--- src/rtl/imm_gen_stage.sv ---
// imm_gen_stage: registered immediate decoder feeding a small valid/ready FIFO with flush
module imm_gen_stage #(
  parameter int XLEN = 32,
  parameter int DEPTH = 2
) (
  input  logic            clk,
  input  logic            rst,
  input  logic            flush,
  input  logic            in_valid,
  output logic            in_ready,
  input  logic [31:0]     in_ir,
  input  logic [XLEN-1:0] in_pc,
  output logic            out_valid,
  input  logic            out_ready,
  output logic [31:0]     out_ir,
  output logic [XLEN-1:0] out_pc,
  output logic [XLEN-1:0] out_imm,
  output logic [2:0]      out_fmt,
  output logic            out_illegal
);
  localparam int AW = DEPTH > 1 ? $clog2(DEPTH) : 1;
  localparam int CW = $clog2(DEPTH + 1);
  localparam int EW = 32 + 2 * XLEN + 4;
  logic [EW-1:0] mem_q [DEPTH];
  logic [AW-1:0] rd_q, rd_d, wr_q, wr_d;
  logic [CW-1:0] cnt_q, cnt_d;
  logic [4:0] op;
  logic [2:0] f3, fmt;
  logic sh, ill, push, pop;
  logic [XLEN-1:0] sx, imm;
  assign in_ready = cnt_q != CW'(DEPTH);
  assign out_valid = cnt_q != '0;
  assign push = in_valid & in_ready & ~flush;
  assign pop = out_valid & out_ready & ~flush;
  assign {out_ir, out_pc, out_imm, out_fmt, out_illegal} = mem_q[rd_q];
  assign op = in_ir[6:2];
  assign f3 = in_ir[14:12];
  assign sh = f3[1:0] == 2'b01;
  assign sx = {XLEN{in_ir[31]}};
  always_comb begin
    imm = '0;
    fmt = 3'd0;
    ill = in_ir[1:0] != 2'b11;
    case (op)
      5'b01101, 5'b00101: begin
        fmt = 3'd4;
        imm = sx;
        imm[31:0] = {in_ir[31:12], 12'b0};
      end
      5'b11011: begin
        fmt = 3'd5;
        imm = sx;
        imm[20:0] = {in_ir[31], in_ir[19:12], in_ir[20], in_ir[30:21], 1'b0};
      end
      5'b11001, 5'b00000, 5'b00011: begin
        fmt = 3'd1;
        imm = sx;
        imm[11:0] = in_ir[31:20];
      end
      5'b11000: begin
        fmt = 3'd3;
        imm = sx;
        imm[12:0] = {in_ir[31], in_ir[7], in_ir[30:25], in_ir[11:8], 1'b0};
      end
      5'b01000: begin
        fmt = 3'd2;
        imm = sx;
        imm[11:0] = {in_ir[31:25], in_ir[11:7]};
      end
      5'b00100: begin
        fmt = sh ? 3'd6 : 3'd1;
        imm = sh ? '0 : sx;
        imm[11:0] = sh ? ((XLEN == 64) ? {6'b0, in_ir[25:20]} : {7'b0, in_ir[24:20]}) : in_ir[31:20];
        ill = ill | (sh & (XLEN == 32) & in_ir[25]);
      end
      5'b00110: begin
        fmt = sh ? 3'd6 : 3'd1;
        imm = sh ? '0 : sx;
        imm[11:0] = sh ? {7'b0, in_ir[24:20]} : in_ir[31:20];
        ill = ill | (XLEN != 64);
      end
      5'b01100: fmt = 3'd0;
      5'b01110: ill = ill | (XLEN != 64);
      5'b11100: begin
        fmt = f3[2] ? 3'd7 : 3'd0;
        imm[4:0] = f3[2] ? in_ir[19:15] : 5'd0;
      end
      default: ill = 1'b1;
    endcase
    imm = ill ? '0 : imm;
    fmt = ill ? 3'd0 : fmt;
  end
  always_comb begin
    cnt_d = flush ? '0 : cnt_q + CW'(push) - CW'(pop);
    wr_d = flush ? '0 : push ? ((wr_q == AW'(DEPTH - 1)) ? '0 : wr_q + AW'(1)) : wr_q;
    rd_d = flush ? '0 : pop ? ((rd_q == AW'(DEPTH - 1)) ? '0 : rd_q + AW'(1)) : rd_q;
  end
  always_ff @(posedge clk) begin
    if (rst) begin
      cnt_q <= '0;
      wr_q <= '0;
      rd_q <= '0;
      mem_q <= '{default: '0};
    end else begin
      cnt_q <= cnt_d;
      wr_q <= wr_d;
      rd_q <= rd_d;
      if (push) mem_q[wr_q] <= {in_ir, in_pc, imm, fmt, ill};
    end
  end
endmodule
--- config.mk ---
export PLATFORM = sky130hd
export DESIGN_NAME = imm_gen_stage
export DESIGN_NICKNAME = d
export VERILOG_FILES = /design/src/rtl/imm_gen_stage.sv
export SDC_FILE = /design/constraint.sdc
export NUM_CORES = 1
export LEC_CHECK = 0
export ABC_AREA = 1
export BUFFER_PORTS_ARGS = -buffer_cell sky130_fd_sc_hd__buf_4
export CAP_MARGIN = 0
export CORE_UTILIZATION = 47
export DETAILED_ROUTE_END_ITERATION = 7
export PLACE_DENSITY = 0.72
export SYNTH_ARGS = -nofsm -noshare
export SYNTH_HDL_FRONTEND = slang
export SYNTH_SLANG_ARGS = --single-unit
--- constraint.sdc ---
create_clock -name clk -period 1.8 [get_ports clk]
set_input_delay 0.36 -clock clk [delete_from_list [all_inputs] [get_ports clk]]
set_output_delay 0.36 -clock clk [all_outputs]
set_load 0.02 [all_outputs]
== Yosys cells after proc, flatten, opt, wreduce, memory -nomap -nowiden ==
Index checks and enable logic that the tools add are counted.
Word-level totals
  output and inout bits: 102
  memories: 0
  latch bits: 0
  register bits: 204
  bits in writable memories: 0
  logic and storage cells: 63
  input port bits: 69
  ROM bits: 0
Operators by class
  shift operators: 0
  bitwise gates (word level): 9
  $add $sub $neg: 4
  div/mod/pow operators: 0
  equality and inequality tests: 14
  order comparisons: 3
  multipliers: 0
  reduce and logical (&&, ||, !) cells: 9
  mux-type cells: 19
Operators with widths (number)
  100-bit 2-to-1 mux: 4
  200-bit bitwise mux: 1
  27-bit one-hot mux with 5 select lines: 1
  100-bit demux with 1-bit select: 1
  32-bit 2-to-1 mux: 2
  5-bit one-hot mux with 6 select lines: 1
  3-bit one-hot mux with 7 select lines: 1
  5-bit == test, second input constant: 4
  5-bit by 3-bit == test with 1-bit output, second input constant: 3
  5-bit by 4-bit == test with 1-bit output, second input constant: 3
  12-bit 2-to-1 mux: 1
  10-bit OR reduction: 1
  3-bit 2-to-1 mux: 3
  2-bit OR reduction: 3
  1-bit AND: 5
  5-bit by 2-bit == test with 1-bit output, second input constant: 1
  5-bit zero test: 1
  5-bit 2-to-1 mux: 1
  2-bit greater-or-equal comparator, second input constant: 2
  2-bit inequality test, second input constant: 2
  1-bit NOT with 2-bit output: 2
  4-bit OR reduction: 1
  3-bit OR reduction: 1
  1-bit adder, second input constant: 2
  10 further kinds: 11

== Logic depth before layout (Yosys ltp) ==
Gate-level depths: netlist of run 1.
  word-level depth: 6
  mapped depth: 10
  mapped depth without buffers: 9

== Worst setup path before layout of run 1 ==
Ideal clock, no wire load.
  kind: register to register
  start point: register cnt_q[1]
  end point: register cnt_q[1]
  setup time: 70 ps
  clock period less this slack: 1826 ps
  stages on the path, launching flop included: 10
  path buffers: 0
  arrival time: 1756 ps
  data required time: 1730 ps
  setup slack: -26 ps
  cell sequence: dfxtp_1 or2_2 nand2_1 nor2_1 ha_1 inv_1 ha_1 xnor2_1 or2_2 a21oi_1
Between the ends
  elaborated cells on any way between the ends: 8
  those cells by class: add/sub (2); eq/ne (1); bitwise (4); reduce/logical (1)
RTL lines
  from (decl): RTL line 26  | logic [CW-1:0] cnt_q, cnt_d;
  from (signal assigned): RTL line 105  | cnt_q <= cnt_d;
  2-bit nonzero test: RTL line 32  | assign out_valid = cnt_q != '0;
  via out_valid: RTL line 13  | output logic out_valid,
  1-bit AND (2 in a row): RTL line 34  | assign pop = out_valid & out_ready & ~flush;
  via pop: RTL line 29  | logic sh, ill, push, pop;
  2-bit by 1-bit subtractor with 2-bit output: RTL line 94  | cnt_d = flush ? '0 : cnt_q + CW'(push) - CW'(pop);
The timed path passes the listed nets, and every way through them passes these cells.
A chain may end at the register's enable or synchronous reset.

== Final worst setup path of run 1 ==
  start point: register rd_q
  end point: output out_fmt[2]
Between the ends
  word-level cells in the longest chain between the ends: 4
RTL lines
  from (decl): RTL line 25  | logic [AW-1:0] rd_q, rd_d, wr_q, wr_d;
  from (signal assigned): RTL line 107  | rd_q <= rd_d;
  1-bit NOT with 2-bit output (implied by the code): RTL line 35  | assign {out_ir, out_pc, out_imm, out_fmt, out_illegal} = mem_q[rd_q];
  100-bit 2-to-1 mux (implied by the code) (3 in a row): RTL line 35
  to (decl): RTL line 18  | output logic [2:0] out_fmt,
Every way passes these cells. The select of a mux whose other input is x is not followed.

==> results of run 1 <==
## registers in the layout, summed over array words and instances, names as in the netlist
signal  cells
cnt_q       2
wr_q        1
mem_q     200
rd_q        1
## per-layer routing
layer / up-vias / track usage / part of all wire
met5: - / 0 / 0
met4: 0 / 0.07244 / 0.030
met3: 60 / 0.03499 / 0.067
met2: 326 / 0.4141 / 0.46
met1: 4160 / 0.3448 / 0.44
li1: 4406 / - / -
## cells in the mapped netlist (2+ instances only)
cell	number	area share
inv_1	94	0.038
nand2_1	332	0.13
clkinv_1	2	0.00081
a21oi_1	154	0.083
clkbuf_1	74	0.030
nand3_1	10	0.0054
a21oi_2	60	0.057
nand2_4	32	0.039
or2_2	2	0.0014
ha_1	2	0.0027
nand2_2	3	0.0020
clkbuf_4	3	0.0024
nor2_2	3	0.0020
inv_2	3	0.0012
buf_12	3	0.0065
dfxtp_1	204	0.44
nand4_1	2	0.0014
o21ai_0	220	0.12
nor2_1	25	0.010
clkbuf_8	4	0.0059
nor2_4	2	0.0024
buf_2	5	0.0027
## cell families (layout without fill, tap and decap cells)
group | Yosys count | in the layout | share of synthesized area
AO/OA/AOI/OAI | 439 | 439 | 0.2641
AND/OR/NAND/NOR | 413 | 413 | 0.2011
flip-flops | 204 | 204 | 0.4413
buffers and inverters | 190 | 374 | 0.08991
adder cells (fa/ha/maj) | 2 | 2 | 0.002704
XOR/XNOR | 1 | 1 | 0.0009466
## through the flow
stage               hold WS (ns)  setup TNS [ns]  cell area [um^2]
finish                    0.1159          -9.079             12820
global route              0.1184          -14.01             12820
CTS                       0.1055          -6.759             12070
detailed placement        0.4357         -0.9138             11000
global placement          0.4311         -0.2751             11000
floorplan                 0.4244         -0.1796              9256
## placed cells by master, fill, tap and decap left out, drive strengths merged, types with 3 or more instances in the layout
cell and n:
buf 226, nor2 30, dfxtp 204, inv 100, nand3 10, o21ai 222
a21oi 215, clkbuf 40, nand2 368, clkinv 3, bufinv 3
## timing repair
action	CTS	global route
hold buffers	0	0
pin swaps	11	10
buffers inserted	3	3
gates resized for setup	74	180
hold endpoints to repair	0	0
setup endpoints to repair	100	101
cloned	1	13
## power groups by stage
stage	Combinational [mW]	Sequential (mW)	Clock, mW
finish	1.64	4.77	4.92
global route	1.76	4.78	5.19
CTS	1.50	4.76	4.98
detailed placement	1.45	4.86	0
global placement	1.44	4.85	0
floorplan	0.824	4.84	0
## critical path, delay by kind of cell (launching register included)
family | cells | cell delay (ns)
buf+inv | 4 | 0.53
flops | 1 | 0.38
simple gates | 2 | 0.16
## how the worst min path moves through the flow
stage / cells after the start / startpoint / endpoint / slack, ns
detailed placement: 2 / mem_q[142]$_SDFFE_PP0P_ / mem_q[142]$_SDFFE_PP0P_ / 0.44
finish: 3 / in_pc[22] / mem_q[58]$_SDFFE_PP0P_ / 0.12
CTS: 3 / in_pc[22] / mem_q[58]$_SDFFE_PP0P_ / 0.11
global route: 3 / in_pc[22] / mem_q[58]$_SDFFE_PP0P_ / 0.12
global placement: 2 / mem_q[138]$_SDFFE_PP0P_ / mem_q[138]$_SDFFE_PP0P_ / 0.43
floorplan: 2 / mem_q[136]$_SDFFE_PP0P_ / mem_q[136]$_SDFFE_PP0P_ / 0.42
## cell type report
cell class                 count  area share
sequential                   204      0.3190
tap                          260     0.02538
clock buffer                  32     0.05300
timing repair buffer         234      0.1931
multi-input combinational    855      0.3690
inverter                     100     0.03055
clock inverter                 8    0.009955
==> flow_metrics.env, run 1 <==
export IMPL_max_slew_margin=0.5558
export IMPL_min_path_type="in2reg"
export IMPL_yosys_warnings=0
export IMPL_vias=8952
export IMPL_die_height_um=142.3
export IMPL_grt_start_max_net_pins=114
export IMPL_failed_checks="setup timing"
export IMPL_post_route_drc_count=0
export IMPL_critical_path_reg2reg_endpoint="cnt_q[1]$_SDFF_PP0_"
export IMPL_placeableCoreArea_um2=19020
export IMPL_timing_max_transition_violations_final=0
export IMPL_multi_input_comb_area_um2=4731
export IMPL_yosysSeqAreaShare=0.4413
export IMPL_powerDensity_nw_per_um2=883.8
export IMPL_placed_cells=1633
export IMPL_max_clock_path_buffers=3
export IMPL_clock_tree_from_tritoncts="yes"
export IMPL_utilization=0.6741
export IMPL_first_pass_iters=8
export IMPL_leakage_nw=5.768
export IMPL_fin_crit_sh=1.080
export IMPL_maxCapViolations=0
export IMPL_synth_async_sr_flop_share=0
export IMPL_critPathMaxFanout=6
export IMPL_postSynthCellCount=1249
export IMPL_antenna_cells=0
export IMPL_critical_path_startpoint="rd_q$_SDFFE_PP0P_"
export IMPL_ant_nets=0
export IMPL_nFillCells=1554
export IMPL_synth_enable_flop_cells=0
export IMPL_regToRegStartpoint="cnt_q[1]$_SDFF_PP0_"
export IMPL_postSynthRegisterBits=204
export IMPL_layout_drive_gt1_share=0.3364
export IMPL_synthesis_area_per_instance_um2=7.409
export IMPL_dp_final_hpwl_um=16990
export IMPL_first_pass_grt_wire_length_um=41210
export IMPL_worstMarginPinSlew_ns=0.6639
export IMPL_status="finished, violations left"
export IMPL_wire_per_inst_um=16.78
export IMPL_grt_antenna_before_repair=0
export IMPL_switching_power_mw=2.902
export IMPL_grt_overflow=0
export IMPL_buffer_ports_inserted=170
export IMPL_timing_critical_path_arrival_ns=1.58
export IMPL_final_seq_area_um2=4089
export IMPL_setup_viol=96
export IMPL_drt_vias_per_instance=5.288
export IMPL_pwr_share_seq=0.421
export IMPL_timing_reg2reg_worst_path_depth=9
export IMPL_path_cells="buf_12 > inv_8 > clkbuf_16 > nand2_1 > nand2_2 > buf_6"
export IMPL_p_total_mw=11.33
export IMPL_htreeDepth=1
export IMPL_critical_path_startpoint_type="flop"
export IMPL_netSwitchingFraction=0.2561
export IMPL_die_area_um2=20250
export IMPL_final_worst_setup_slack_ns=-0.1444
export IMPL_die_w_um=142.3
export IMPL_ios=171
export IMPL_netlist_area_um2=9254
export IMPL_endpoint_kind="primary output"
export IMPL_cts_buffers_inserted=23
export IMPL_number_of_distinct_library_cells_after_synthesis=32
export IMPL_criticalPathCategory="reg2out"
export IMPL_routed_wl_um=28410
export IMPL_cellInternalPower_mw=8.428
export IMPL_final_cell_count_no_fill=1693
export IMPL_total_routing_usage_gr=0.2524
export IMPL_synth_nets=1320
export IMPL_clock_skew_ns=0.006360
export IMPL_root_buffer_selected_by_cts="clkbuf_16"
export IMPL_syn2layout_area_growth_pct=38.53
export IMPL_rsz0062_at_grt="true"
export IMPL_post_place_ws_ns=-0.08055
export IMPL_worst_ir_drop_vdd_v=0.0006710
export IMPL_initial_utilization=0.4866
export IMPL_clock_insertion_delay_worst_skew_ns=0.51
export IMPL_final_min_clock_period_ns=1.944
export IMPL_core_rowCount=50
export IMPL_comb_power_share=0.145
export IMPL_vias_in_the_first_global_route=8177
export IMPL_clkSlewWorstSetupHoldPaths_ns=0.06
export IMPL_timing_critical_path_slowest_stage_cell="dfxtp_4"
export IMPL_slowest_delay_ns=0.38
export IMPL_rrSetupSlack_ns=0.05
export IMPL_drt_first_iter_violations=672
export IMPL_synth_flop_cell="dfxtp_1"
export IMPL_worst_setup_path_endpoint="out_fmt[2]"
export IMPL_max_freq_ghz=0.5143
export IMPL_final_net_count=1489
export IMPL_p_clk_frac=0.434
export IMPL_cp_data_required_time_ns=1.44
export IMPL_place_gp_congestion=0.9349
export IMPL_numClockSinks=204
export IMPL_final_hold_violation_count=0
Note: power is estimated with default switching activity, not from simulation.
==> inputs of run 2 (changes only) <==
--- a/config.mk
+++ b/config.mk
@@ -8,9 +8,8 @@
 export ABC_AREA = 1
 export BUFFER_PORTS_ARGS = -buffer_cell sky130_fd_sc_hd__buf_4
 export CAP_MARGIN = 0
-export CORE_UTILIZATION = 47
+export CORE_UTILIZATION = 41
 export DETAILED_ROUTE_END_ITERATION = 7
-export PLACE_DENSITY = 0.72
 export SYNTH_ARGS = -nofsm -noshare
 export SYNTH_HDL_FRONTEND = slang
 export SYNTH_SLANG_ARGS = --single-unit
==> run 2 against run 1 <==
  * The flow finishes with violations (DRC, setup timing)
  * Critical path depth is 1 lower
  * Clock skew is 0.0087 ns higher
  * Non-clock buffer count is 9 higher
  * Clock-buffer cell count is 8 higher
  * Setup slack worse by 0.068 ns
  * Via count is 0.59% higher
  * Critical path type unchanged
  * Largest cell class unchanged
==> flow_metrics.env, run 2 (synthesis results as in run 1) <==
export IMPL_status="finished, violations left"
export IMPL_failed_checks="DRC, setup timing"
export IMPL_criticalPathCategory="reg2out"
export IMPL_critical_path_startpoint_type="flop"
export IMPL_die_w_um=152.2
export IMPL_endpoint_kind="primary output"
export IMPL_powerDensity_nw_per_um2=822.3
export IMPL_cp_common_cell="clkbuf_16"
export IMPL_dp_final_hpwl_um=17290
export IMPL_clkSlewWorstSetupHoldPaths_ns=0.06
export IMPL_antenna_cells=0
export IMPL_min_path_type="in2reg"
export IMPL_first_pass_iters=7
export IMPL_grt_overflow=0
export IMPL_cts_hold_buffers=0
export IMPL_max_slew_margin=0.7349
export IMPL_cellInternalPower_mw=8.329
export IMPL_largestRegisters="mem_q x200, cnt_q x2"
export IMPL_fin_crit_sh=1.118
export IMPL_first_pass_grt_wire_length_um=44860
export IMPL_numClockSinks=204
export IMPL_grt_start_max_net_pins=102
export IMPL_timing_critical_path_slowest_stage_cell="dfxtp_4"
export IMPL_wire_per_inst_um=17.44
export IMPL_cts_buffers_inserted=24
export IMPL_drt_first_iter_violations=617
export IMPL_rsz0062_at_grt="true"
export IMPL_grt_antenna_before_repair=0
export IMPL_htreeDepth=1
export IMPL_drt_vias_per_instance=5.220
export IMPL_clock_insertion_delay_worst_skew_ns=0.51
export IMPL_critPathMaxFanout=7
export IMPL_leading_cell_type_in_the_layout_fill_and_taps_excluded="nand2_1"
export IMPL_vias_in_the_first_global_route=8200
export IMPL_final_worst_setup_slack_ns=-0.2121
export IMPL_cp_data_required_time_ns=1.44
export IMPL_layout_drive_gt1_share=0.3896
export IMPL_initial_utilization=0.4214
export IMPL_final_hold_violation_count=0
export IMPL_ios=171
export IMPL_leakage_nw=6.211
export IMPL_netSwitchingFraction=0.2654
export IMPL_core_rowCount=54
export IMPL_critPathTopFamily="buffers and inverters"
export IMPL_max_freq_ghz=0.4970
export IMPL_max_clock_path_buffers=3
export IMPL_comb_power_share=0.156
export IMPL_syn2layout_area_growth_pct=49.00
export IMPL_clock_skew_ns=0.01511
export IMPL_setup_viol=100
export IMPL_tns_ns=-14.52
export IMPL_total_routing_usage_gr=0.2392
export IMPL_regMostFlops="mem_q"
export IMPL_final_min_clock_period_ns=2.012
export IMPL_ant_nets=0
export IMPL_placeableCoreArea_um2=21960
export IMPL_timing_critical_path_arrival_ns=1.65
export IMPL_final_net_count=1499
export IMPL_root_buffer_selected_by_cts="clkbuf_16"
export IMPL_path_cells="clkbuf_16 > clkbuf_16 > nand2_2 > o21ai_1 > buf_4"
export IMPL_post_route_drc_count=11
export IMPL_place_gp_congestion=0.8638
export IMPL_timing_max_transition_violations_final=0
export IMPL_layout_cell_area_non_filler_um2=13790
export IMPL_worst_ir_drop_vdd_v=0.0006902
export IMPL_pwr_share_seq=0.422
export IMPL_largest_register_ffs=200
export IMPL_slowest_delay_ns=0.46
export IMPL_routed_wl_um=30080
export IMPL_dpl_cell_area_um2=11000
export IMPL_critical_path_buf_inv_count=3
export IMPL_die_height_um=152.2
export IMPL_vias=9005
export IMPL_buffer_ports_inserted=170
export IMPL_p_total_mw=11.34
export IMPL_final_cell_mix="nand2_1, dfxtp_1, o21ai_0"
export IMPL_worstMarginPinSlew_ns=0.3976
export IMPL_maxCapViolations=0
export IMPL_p_clk_frac=0.422
export IMPL_die_area_um2=23180
export IMPL_switching_power_mw=3.009
export IMPL_clock_tree_from_tritoncts="yes"
[run 2: changes by cell type in the layout (fill, tap and decap cells not counted), sizes merged]
| cell | change |
|---|---|
| clkbuf | +11 |
| clkinvlp | -2 |
| clkinv | +1 |
| inv | -1 |
| buf | +6 |
| bufinv | -3 |
[run 2: repair_timing]
action,in CTS,in global routing
pin swaps,9,18
resized for setup,220,210
cloned,12,13
buffers inserted,6,0
setup endpoints to repair,100,101
[run 2: final timing paths]
check | slack, ns | to | cells past startpoint | startpoint
worst min register to register | 0.45 | mem_q[150]$_SDFFE_PP0P_ | 2 | mem_q[150]$_SDFFE_PP0P_
worst max register to register | 0.09 | cnt_q[1]$_SDFF_PP0_ | 9 | cnt_q[0]$_SDFF_PP0_
worst max-delay path | -0.21 | out_pc[11] | 5 | rd_q$_SDFFE_PP0P_
worst min-delay path | 0.11 | mem_q[62]$_SDFFE_PP0P_ | 3 | in_pc[26]
[run 2: stage by stage]
stage	setup WS, ns	hold WS (ns)	utilization	cells
2_1_floorplan	-0.01198	0.4244	-	1249
3_3_place_gp	0.03110	0.4312	0.5010	1651
3_5_place_dp	0.009911	0.4362	0.5010	1651
4_1_cts	-0.1890	0.09378	0.5778	1712
5_1_grt	-0.2485	0.1054	0.6279	1725
6_report	-0.2121	0.1055	0.6279	1725
[run 2: per-layer routing]
layer | GRT usage | part of all wire | vias up
met5 | 0 | 0 | -
met4 | 0.05928 | 0.022 | 0
met3 | 0.03669 | 0.056 | 50
met2 | 0.3867 | 0.47 | 249
met1 | 0.3328 | 0.45 | 4260
li1 | - | - | 4446
[run 2: cell type report]
| class | instances | area (um^2) |
|---|---|---|
| fill | 1917 | 8170 |
| multi-input combinational | 855 | 5256 |
| sequential | 204 | 4089 |
| timing repair buffer | 243 | 2912 |
| clock buffer | 40 | 762.0 |
| inverter | 100 | 396.6 |
| tap | 280 | 350.3 |
| clock inverter | 3 | 22.52 |
[run 2: worst min-delay path, cell delays in order]
cell,delay (ns)
buf_4,0.08
nand2_1,0.04
a21oi_1,0.10
[run 2: power by group through the flow]
stage	Clock (mW)	Sequential [mW]	Combinational [mW]
floorplan	0	4.84	0.824
global placement	0	4.85	1.46
detailed placement	0	4.86	1.46
CTS	4.85	4.77	1.62
global route	5.03	4.81	1.90
finish	4.78	4.79	1.77
